**src/rtl/cmd_frame_pkg.sv**
```systemverilog
// -----------------------------------------------------------------------------
// cmd_frame_pkg
// Shared types and constants for the command-frame receiver and its response
// transmitter.
//
// Build option:
//   CMD_FRAME_CHKSUM_EN - when defined, frames carry a fourth checksum byte
//                         and a bad checksum is answered with NAK.
// -----------------------------------------------------------------------------
package cmd_frame_pkg;

    // Receive FSM. CHK is only entered when the checksum option is built in.
    typedef enum logic [1:0] {
        IDLE,
        HIGH,
        LOW,
        CHK
    } rx_state_t;

    // Response transmit FSM.
    typedef enum logic {
        TX_IDLE,
        TX_WAIT
    } tx_state_t;

    localparam logic [7:0] POS_ACK = 8'hA5;
    localparam logic [7:0] NAK     = 8'hEE;

`ifdef CMD_FRAME_CHKSUM_EN
    localparam int FRAME_BYTES = 4;
`else
    localparam int FRAME_BYTES = 3;
`endif

    // Modulo-256 sum of a whole frame; a valid checksummed frame sums to 0.
    function automatic logic [7:0] frame_sum(input logic [7:0] c,
                                             input logic [7:0] h,
                                             input logic [7:0] l,
                                             input logic [7:0] k);
        return c + h + l + k;
    endfunction

endpackage

```
**src/rtl/resp_tx_ctrl.sv**
```systemverilog
// -----------------------------------------------------------------------------
// resp_tx_ctrl
// Hands single response bytes to the UART transmitter. A request is accepted
// only while idle; the byte is latched, trmt pulses once, and the block stays
// busy until the transmitter reports tx_done. Requests while busy are dropped.
//
// Ports:
//   clk, rst_n  - clock, asynchronous active-low reset
//   send_req    - 1-cycle request to transmit req_byte
//   req_byte    - byte to send, sampled with send_req
//   tx_done     - transmitter finished the current byte
//   trmt        - 1-cycle start pulse to the transmitter
//   tx_data     - byte being transmitted, stable while busy
//   resp_busy   - a response is in flight
//   resp_sent   - 1-cycle pulse when the in-flight response completes
// -----------------------------------------------------------------------------
module resp_tx_ctrl
    import cmd_frame_pkg::*;
(
    input  logic       clk,
    input  logic       rst_n,
    input  logic       send_req,
    input  logic [7:0] req_byte,
    input  logic       tx_done,
    output logic       trmt,
    output logic [7:0] tx_data,
    output logic       resp_busy,
    output logic       resp_sent
);

    tx_state_t  state_q, state_d;
    logic [7:0] tx_data_d;
    logic       trmt_d;
    logic       resp_sent_d;

    // NOTE: every variable gets a default before the case statement so no
    // path leaves it unassigned, which would otherwise infer a latch.
    always_comb begin
        state_d     = state_q;
        tx_data_d   = tx_data;
        trmt_d      = 1'b0;
        resp_sent_d = 1'b0;
        case (state_q)
            TX_IDLE: begin
                if (send_req) begin
                    tx_data_d = req_byte;
                    trmt_d    = 1'b1;
                    state_d   = TX_WAIT;
                end
            end
            TX_WAIT: begin
                if (tx_done) begin
                    resp_sent_d = 1'b1;
                    state_d     = TX_IDLE;
                end
            end
        endcase
    end

    // NOTE: state registers use non-blocking assignments so all flops update
    // together from values sampled at the same clock edge.
    always_ff @(posedge clk or negedge rst_n) begin
        if (!rst_n) begin
            state_q   <= TX_IDLE;
            tx_data   <= 8'h00;
            trmt      <= 1'b0;
            resp_sent <= 1'b0;
        end else begin
            state_q   <= state_d;
            tx_data   <= tx_data_d;
            trmt      <= trmt_d;
            resp_sent <= resp_sent_d;
        end
    end

    // Busy is decoded from the registered state, so it is glitch-free.
    assign resp_busy = (state_q == TX_WAIT);

endmodule

```
**src/rtl/cmd_frame_rcvr.sv**
```systemverilog
// -----------------------------------------------------------------------------
// cmd_frame_rcvr
// Assembles command frames (cmd, data_hi, data_lo[, chk]) from the wireless
// UART receiver, presents the last complete frame to the command processor,
// aborts partial frames whose bytes are spaced more than TIMEOUT_CYC cycles
// apart, and forwards single response bytes to the UART transmitter.
//
// Build option:
//   CMD_FRAME_CHKSUM_EN - 4-byte frames with a modulo-256 zero-sum checksum;
//                         a bad frame pulses frame_err and queues a NAK.
//
// Ports:
//   clk, rst_n   - clock, asynchronous active-low reset
//   rx_rdy       - new received byte on rx_data (1-cycle pulse)
//   rx_data      - received byte
//   clr_cmd_rdy  - command processor consumed the frame
//   cmd_rdy      - cmd/data hold a complete, unconsumed frame
//   cmd, data    - command byte and {data_hi,data_lo} of last good frame
//   frame_err    - 1-cycle pulse on timeout abort (or bad checksum)
//   send_resp    - request to send resp
//   resp         - response byte
//   trmt         - 1-cycle start pulse to the UART transmitter
//   tx_data      - byte being transmitted
//   tx_done      - transmitter finished the byte
//   resp_busy    - response in flight
//   resp_sent    - 1-cycle pulse when a response completes
// -----------------------------------------------------------------------------
module cmd_frame_rcvr
    import cmd_frame_pkg::*;
#(
    parameter int TIMEOUT_CYC = 100000
) (
    input  logic        clk,
    input  logic        rst_n,
    input  logic        rx_rdy,
    input  logic [7:0]  rx_data,
    input  logic        clr_cmd_rdy,
    output logic        cmd_rdy,
    output logic [7:0]  cmd,
    output logic [15:0] data,
    output logic        frame_err,
    input  logic        send_resp,
    input  logic [7:0]  resp,
    output logic        trmt,
    output logic [7:0]  tx_data,
    input  logic        tx_done,
    output logic        resp_busy,
    output logic        resp_sent
);

    localparam int CNT_W = $clog2(TIMEOUT_CYC + 1);

    rx_state_t        state_q, state_d;
    logic [CNT_W-1:0] cnt_q, cnt_d;
    logic [7:0]       cmd_sh_q, cmd_sh_d;
    logic [7:0]       hi_sh_q, hi_sh_d;
    logic [7:0]       lo_byte;
    logic             expire;
    logic             complete;
    logic             frame_err_d;
    logic             tx_req;
    logic [7:0]       tx_req_byte;

`ifdef CMD_FRAME_CHKSUM_EN
    logic [7:0] lo_sh_q, lo_sh_d;
    logic       chk_fail;
    assign lo_byte = lo_sh_q;
`else
    assign lo_byte = rx_data;
`endif

    // A byte arriving on the expiry cycle takes priority over the abort.
    assign expire = (state_q != IDLE) && !rx_rdy &&
                    (cnt_q == CNT_W'(TIMEOUT_CYC - 1));

    always_comb begin
        state_d     = state_q;
        cmd_sh_d    = cmd_sh_q;
        hi_sh_d     = hi_sh_q;
        complete    = 1'b0;
        frame_err_d = 1'b0;
`ifdef CMD_FRAME_CHKSUM_EN
        lo_sh_d     = lo_sh_q;
        chk_fail    = 1'b0;
`endif
        // Inter-byte gap counter: parked at 0 between frames.
        if (state_q == IDLE || rx_rdy) begin
            cnt_d = '0;
        end else begin
            cnt_d = cnt_q + 1'b1;
        end

        case (state_q)
            IDLE: begin
                if (rx_rdy) begin
                    cmd_sh_d = rx_data;
                    state_d  = HIGH;
                end
            end
            HIGH: begin
                if (rx_rdy) begin
                    hi_sh_d = rx_data;
                    state_d = LOW;
                end else if (expire) begin
                    frame_err_d = 1'b1;
                    state_d     = IDLE;
                end
            end
            LOW: begin
                if (rx_rdy) begin
`ifdef CMD_FRAME_CHKSUM_EN
                    lo_sh_d = rx_data;
                    state_d = CHK;
`else
                    complete = 1'b1;
                    state_d  = IDLE;
`endif
                end else if (expire) begin
                    frame_err_d = 1'b1;
                    state_d     = IDLE;
                end
            end
`ifdef CMD_FRAME_CHKSUM_EN
            CHK: begin
                if (rx_rdy) begin
                    state_d = IDLE;
                    if (frame_sum(cmd_sh_q, hi_sh_q, lo_sh_q, rx_data) == 8'h00) begin
                        complete = 1'b1;
                    end else begin
                        chk_fail    = 1'b1;
                        frame_err_d = 1'b1;
                    end
                end else if (expire) begin
                    frame_err_d = 1'b1;
                    state_d     = IDLE;
                end
            end
`endif
            default: state_d = IDLE;
        endcase
    end

    always_ff @(posedge clk or negedge rst_n) begin
        if (!rst_n) begin
            state_q  <= IDLE;
            cnt_q    <= '0;
            cmd_sh_q <= 8'h00;
            hi_sh_q  <= 8'h00;
`ifdef CMD_FRAME_CHKSUM_EN
            lo_sh_q  <= 8'h00;
`endif
        end else begin
            state_q  <= state_d;
            cnt_q    <= cnt_d;
            cmd_sh_q <= cmd_sh_d;
            hi_sh_q  <= hi_sh_d;
`ifdef CMD_FRAME_CHKSUM_EN
            lo_sh_q  <= lo_sh_d;
`endif
        end
    end

    // Frame outputs only move on completion; completion beats a same-cycle
    // clear so a freshly delivered frame is never lost.
    always_ff @(posedge clk or negedge rst_n) begin
        if (!rst_n) begin
            cmd       <= 8'h00;
            data      <= 16'h0000;
            cmd_rdy   <= 1'b0;
            frame_err <= 1'b0;
        end else begin
            frame_err <= frame_err_d;
            if (complete) begin
                cmd     <= cmd_sh_q;
                data    <= {hi_sh_q, lo_byte};
                cmd_rdy <= 1'b1;
            end else if (clr_cmd_rdy) begin
                cmd_rdy <= 1'b0;
            end
        end
    end

    // A checksum NAK takes the transmitter ahead of a coincident response.
`ifdef CMD_FRAME_CHKSUM_EN
    assign tx_req      = send_resp | chk_fail;
    assign tx_req_byte = chk_fail ? NAK : resp;
`else
    assign tx_req      = send_resp;
    assign tx_req_byte = resp;
`endif

    resp_tx_ctrl u_resp_tx_ctrl (
        .clk       (clk),
        .rst_n     (rst_n),
        .send_req  (tx_req),
        .req_byte  (tx_req_byte),
        .tx_done   (tx_done),
        .trmt      (trmt),
        .tx_data   (tx_data),
        .resp_busy (resp_busy),
        .resp_sent (resp_sent)
    );

endmodule

```
**config.mk**
```make
export PLATFORM = sky130hd
export DESIGN_NAME = cmd_frame_rcvr
export DESIGN_NICKNAME = d
export VERILOG_FILES = /design/src/rtl/cmd_frame_pkg.sv /design/src/rtl/resp_tx_ctrl.sv /design/src/rtl/cmd_frame_rcvr.sv
export SDC_FILE = /design/constraint.sdc
export NUM_CORES = 1
export LEC_CHECK = 0
export BUFFER_PORTS_ARGS = -buffer_cell sky130_fd_sc_hd__buf_2
export CORE_UTILIZATION = 46
export CTS_CLUSTER_SIZE = 16
export DETAILED_ROUTE_END_ITERATION = 6
export GPL_ROUTABILITY_DRIVEN = 0
export PLACE_DENSITY = 0.71
export SLEW_MARGIN = 10
export SYNTH_ARGS = -nofsm -noshare
export SYNTH_HDL_FRONTEND = slang
export SYNTH_HIERARCHICAL = 1
export SYNTH_SLANG_ARGS = --single-unit
export TNS_END_PERCENT = 30
```
**constraint.sdc**
```tcl
create_clock -name clk -period 1.8 [get_ports clk]
set_input_delay 0.27 -clock clk [delete_from_list [all_inputs] [get_ports clk]]
set_output_delay 0.27 -clock clk [all_outputs]
set_load 0.02 [all_outputs]
```
==> impl_metrics.toml <==
[status]
status = "finished, violations left"
violations = "design-rule violations"

[worst_setup_path]
arrival_ps = 1840
r2r-end = "state_q[1]$_DFFE_PN0P_"
worst-path-max-fanout = 3
cp-startpoint = "state_q[0]$_DFFE_PN0P_"
required_ps = 2020
reg2reg_setup_slack_ps = 180
r2r_cells = 6
endpoint = "state_q[1]$_DFFE_PN0P_"
r2r-start = "state_q[0]$_DFFE_PN0P_"
crit_type = "reg2reg"
cp-end-kind = "flip-flop"
startpoint_type = "flip-flop"

[sta]
fin_crit_sh_pct = 89.9
fin_crit_ps = 1620
tightestPinTransition_ps = 536
relSlewSlack_pct = 64.3
maxSlewViolCount = 0
finalSetupViolCount = 0
fmax_mhz = 618
hold_viol_final = 0
rsz0062_at_grt = "no"
skew_ps = 5.92
fin_tns_setup_ps = 0

[yosys]
synth-xor-area-share_pct = 3.50
synth_ff_type = "dfrtp_1"
synth-async-reset-ratio_pct = 100
ys_ff_latch = 72
synthSimpleGateAreaFrac_pct = 10.9
synth_cells = 219
syn_area_um2 = 3000
synth_top_area_cell = "dfrtp_1"
synth_top_area_share_pct = 60.0
synth.net_count = 246
synth_top_family_by_area = "multiplexers"
syn_area_per_cell_um2 = 13.7
yosys.area_share.adder_pct = 2.08
yosysSeqAreaShare_pct = 60.0
ys_warn_count = 6
muxShareOfSynthArea_pct = 19.0
synth.distinct_cells = 31
synth_edf_count = 0
yosys-top-cells-area = "dfrtp_1, mux2_2, mux2_4"
synth_compound_area_share_pct = 2.54

[floorplanning]
core_um2 = 6310
die_w_um = 82.8
chipHeight_um = 82.8
start_util_pct = 47.6
die_area_um2 = 6860
ioPinCount = 59
rows = 29

[clock_tree]
clock_latency_ps = 340
cts_htree_levels = 3
cts_resized = 0
clock-sinks = 72
clk_pin_slew_ps = 70
cts_tree = "yes"
cts_buffers = 9
clock-root-buffer = "clkbuf_8"
cts_buffer_depth = 2

[placed_design]
dp_hpwl_um = 3560
dpl_cell_area_um2 = 3460
port_buffers = 58

[power]
leakage_nw = 1.74
irDropWorstVdd_v = 0.00111
powerDensity_nw_per_um2 = 1540

[routing]
vias = 1916
drtPass1Iterations = 6
drt_iter0_markers = 110
vias_per_cell = 5.11
wl_per_cell_um = 13.5
drc_errors = 2
wirelength_um = 5040
ant_nets = 0

[global_route]
grt_pass1_wl_um = 8940
gr-total-overflow = 0
grt_max_degree = 32
grt_pass1_vias = 1870
grt.total_usage_pct = 16.5
grt_antenna_before_repair = 0

[final_layout]
area_delta_synth_final_pct = 23.2
mostFrequentLayoutCells = "dfrtp_1, buf_2, mux2_2"
final_common_cell = "dfrtp_1"
nets = 320
stdcell_area_um2 = 3700
diodes = 0
drive_gt1_share_pct = 45.3

[hold_path]
min_path_type = "in2reg"
hold_start = "clr_cmd_rdy"

[run]
timing.max_cap.violations = 0
==> flip-flops by register name, indices dropped and copies added, names as in the netlist <==
name                      flops
state_q                       2
cmd_sh_q                      8
frame_err                     1
hi_sh_q                       8
u_resp_tx_ctrl/resp_busy      1
u_resp_tx_ctrl/trmt           1
cmd_rdy                       1
u_resp_tx_ctrl/tx_data        8
cmd                           8
data                         16
u_resp_tx_ctrl/resp_sent      1
cnt_q                        17
==> cell type report <==
class	count	area [µm²]
Timing Repair Buffer	69	413
Clock inverter	5	78.8
Tap cell	77	96.3
Clock buffer	11	151
Sequential cell	72	1800
Inverter	4	15.0
Fill cell	538	2610
Multi-Input combinational cell	137	1140
==> logic make-up (layout without fill, tap and decap cells) <==
kind of cell | after synthesis | in the layout
AOI/OAI and AO/OA | 13 | 13
muxes | 48 | 48
buffers and inverters | 10 | 89
and+or+nand+nor | 59 | 59
adders and majority gates | 5 | 5
xor gates and xnor gates | 12 | 12
DFF | 72 | 72
==> power by group <==
part	switching (mW)	total (mW)	internal, mW	leakage [nW]
clock network	0.579	1.43	0.853	0.119
registers	0.244	2.41	2.16	0.897
logic	0.970	1.85	0.883	0.720
==> synth_stat cells, types with 2 or more instances <==
library cell and number:
a21oi_1 3, and2_1 3, and4_1 3, buf_6 3
clkbuf_1 3, dfrtp_1 72, ha_1 5, inv_1 4
mux2_2 40, mux2_4 8, nand2_1 9, nand3_1 8
nand4_1 4, nor2_1 16, nor2b_1 2, nor3_1 2
nor4b_1 2, o21ai_0 6, or3_1 4, xnor2_1 5
xor2_1 7
==> through the flow <==
step	worst slack [ps]	util, %	hold WS (ps)	instances	power (mW)
CTS	92.5	58.6	98.1	375	5.77
global placement	152	54.8	278	358	4.26
finish	181	58.6	112	375	5.69
global route	65.3	58.6	132	375	6.05
detailed placement	109	54.8	285	358	4.31
floorplan	1.78	-	-25.6	219	3.67
==> worst max-delay path, cell delays in order (launching register included) <==
cell     delay (ps)
dfrtp_1         350
inv_1            70
ha_2            190
or2_1           220
or3_4           380
nor4_4          180
o31ai_1         110
==> layer usage <==
| metal | up-vias | track usage [%] | share of wire [%] |
|---|---|---|---|
| li1 | 916 | - | - |
| met1 | 953 | 22.2 | 46 |
| met2 | 39 | 24.3 | 47 |
| met3 | 8 | 4.47 | 4.3 |
| met4 | 0 | 8.93 | 2.2 |
| met5 | - | 0 | 0 |
==> worst min path at each step <==
stage / depth (start not counted) / to / slack [ps]
after floorplan: 0 / cmd[0]$_DFFE_PN0P_ / -30
after global placement: 1 / cnt_q[16]$_DFF_PN0_ / 280
after detailed placement: 1 / cnt_q[15]$_DFF_PN0_ / 290
after CTS: 2 / cmd_rdy$_DFFE_PN0P_ / 100
after global routing: 2 / cmd_rdy$_DFFE_PN0P_ / 130
final: 2 / cmd_rdy$_DFFE_PN0P_ / 110
==> what timing repair did <==
action	in CTS	in global routing
setup buffers	0	0
setup endpoints to repair	0	1
endpoints found under the hold margin	19	0
hold buffers	1	0
Power figures use the tool's default switching activity.
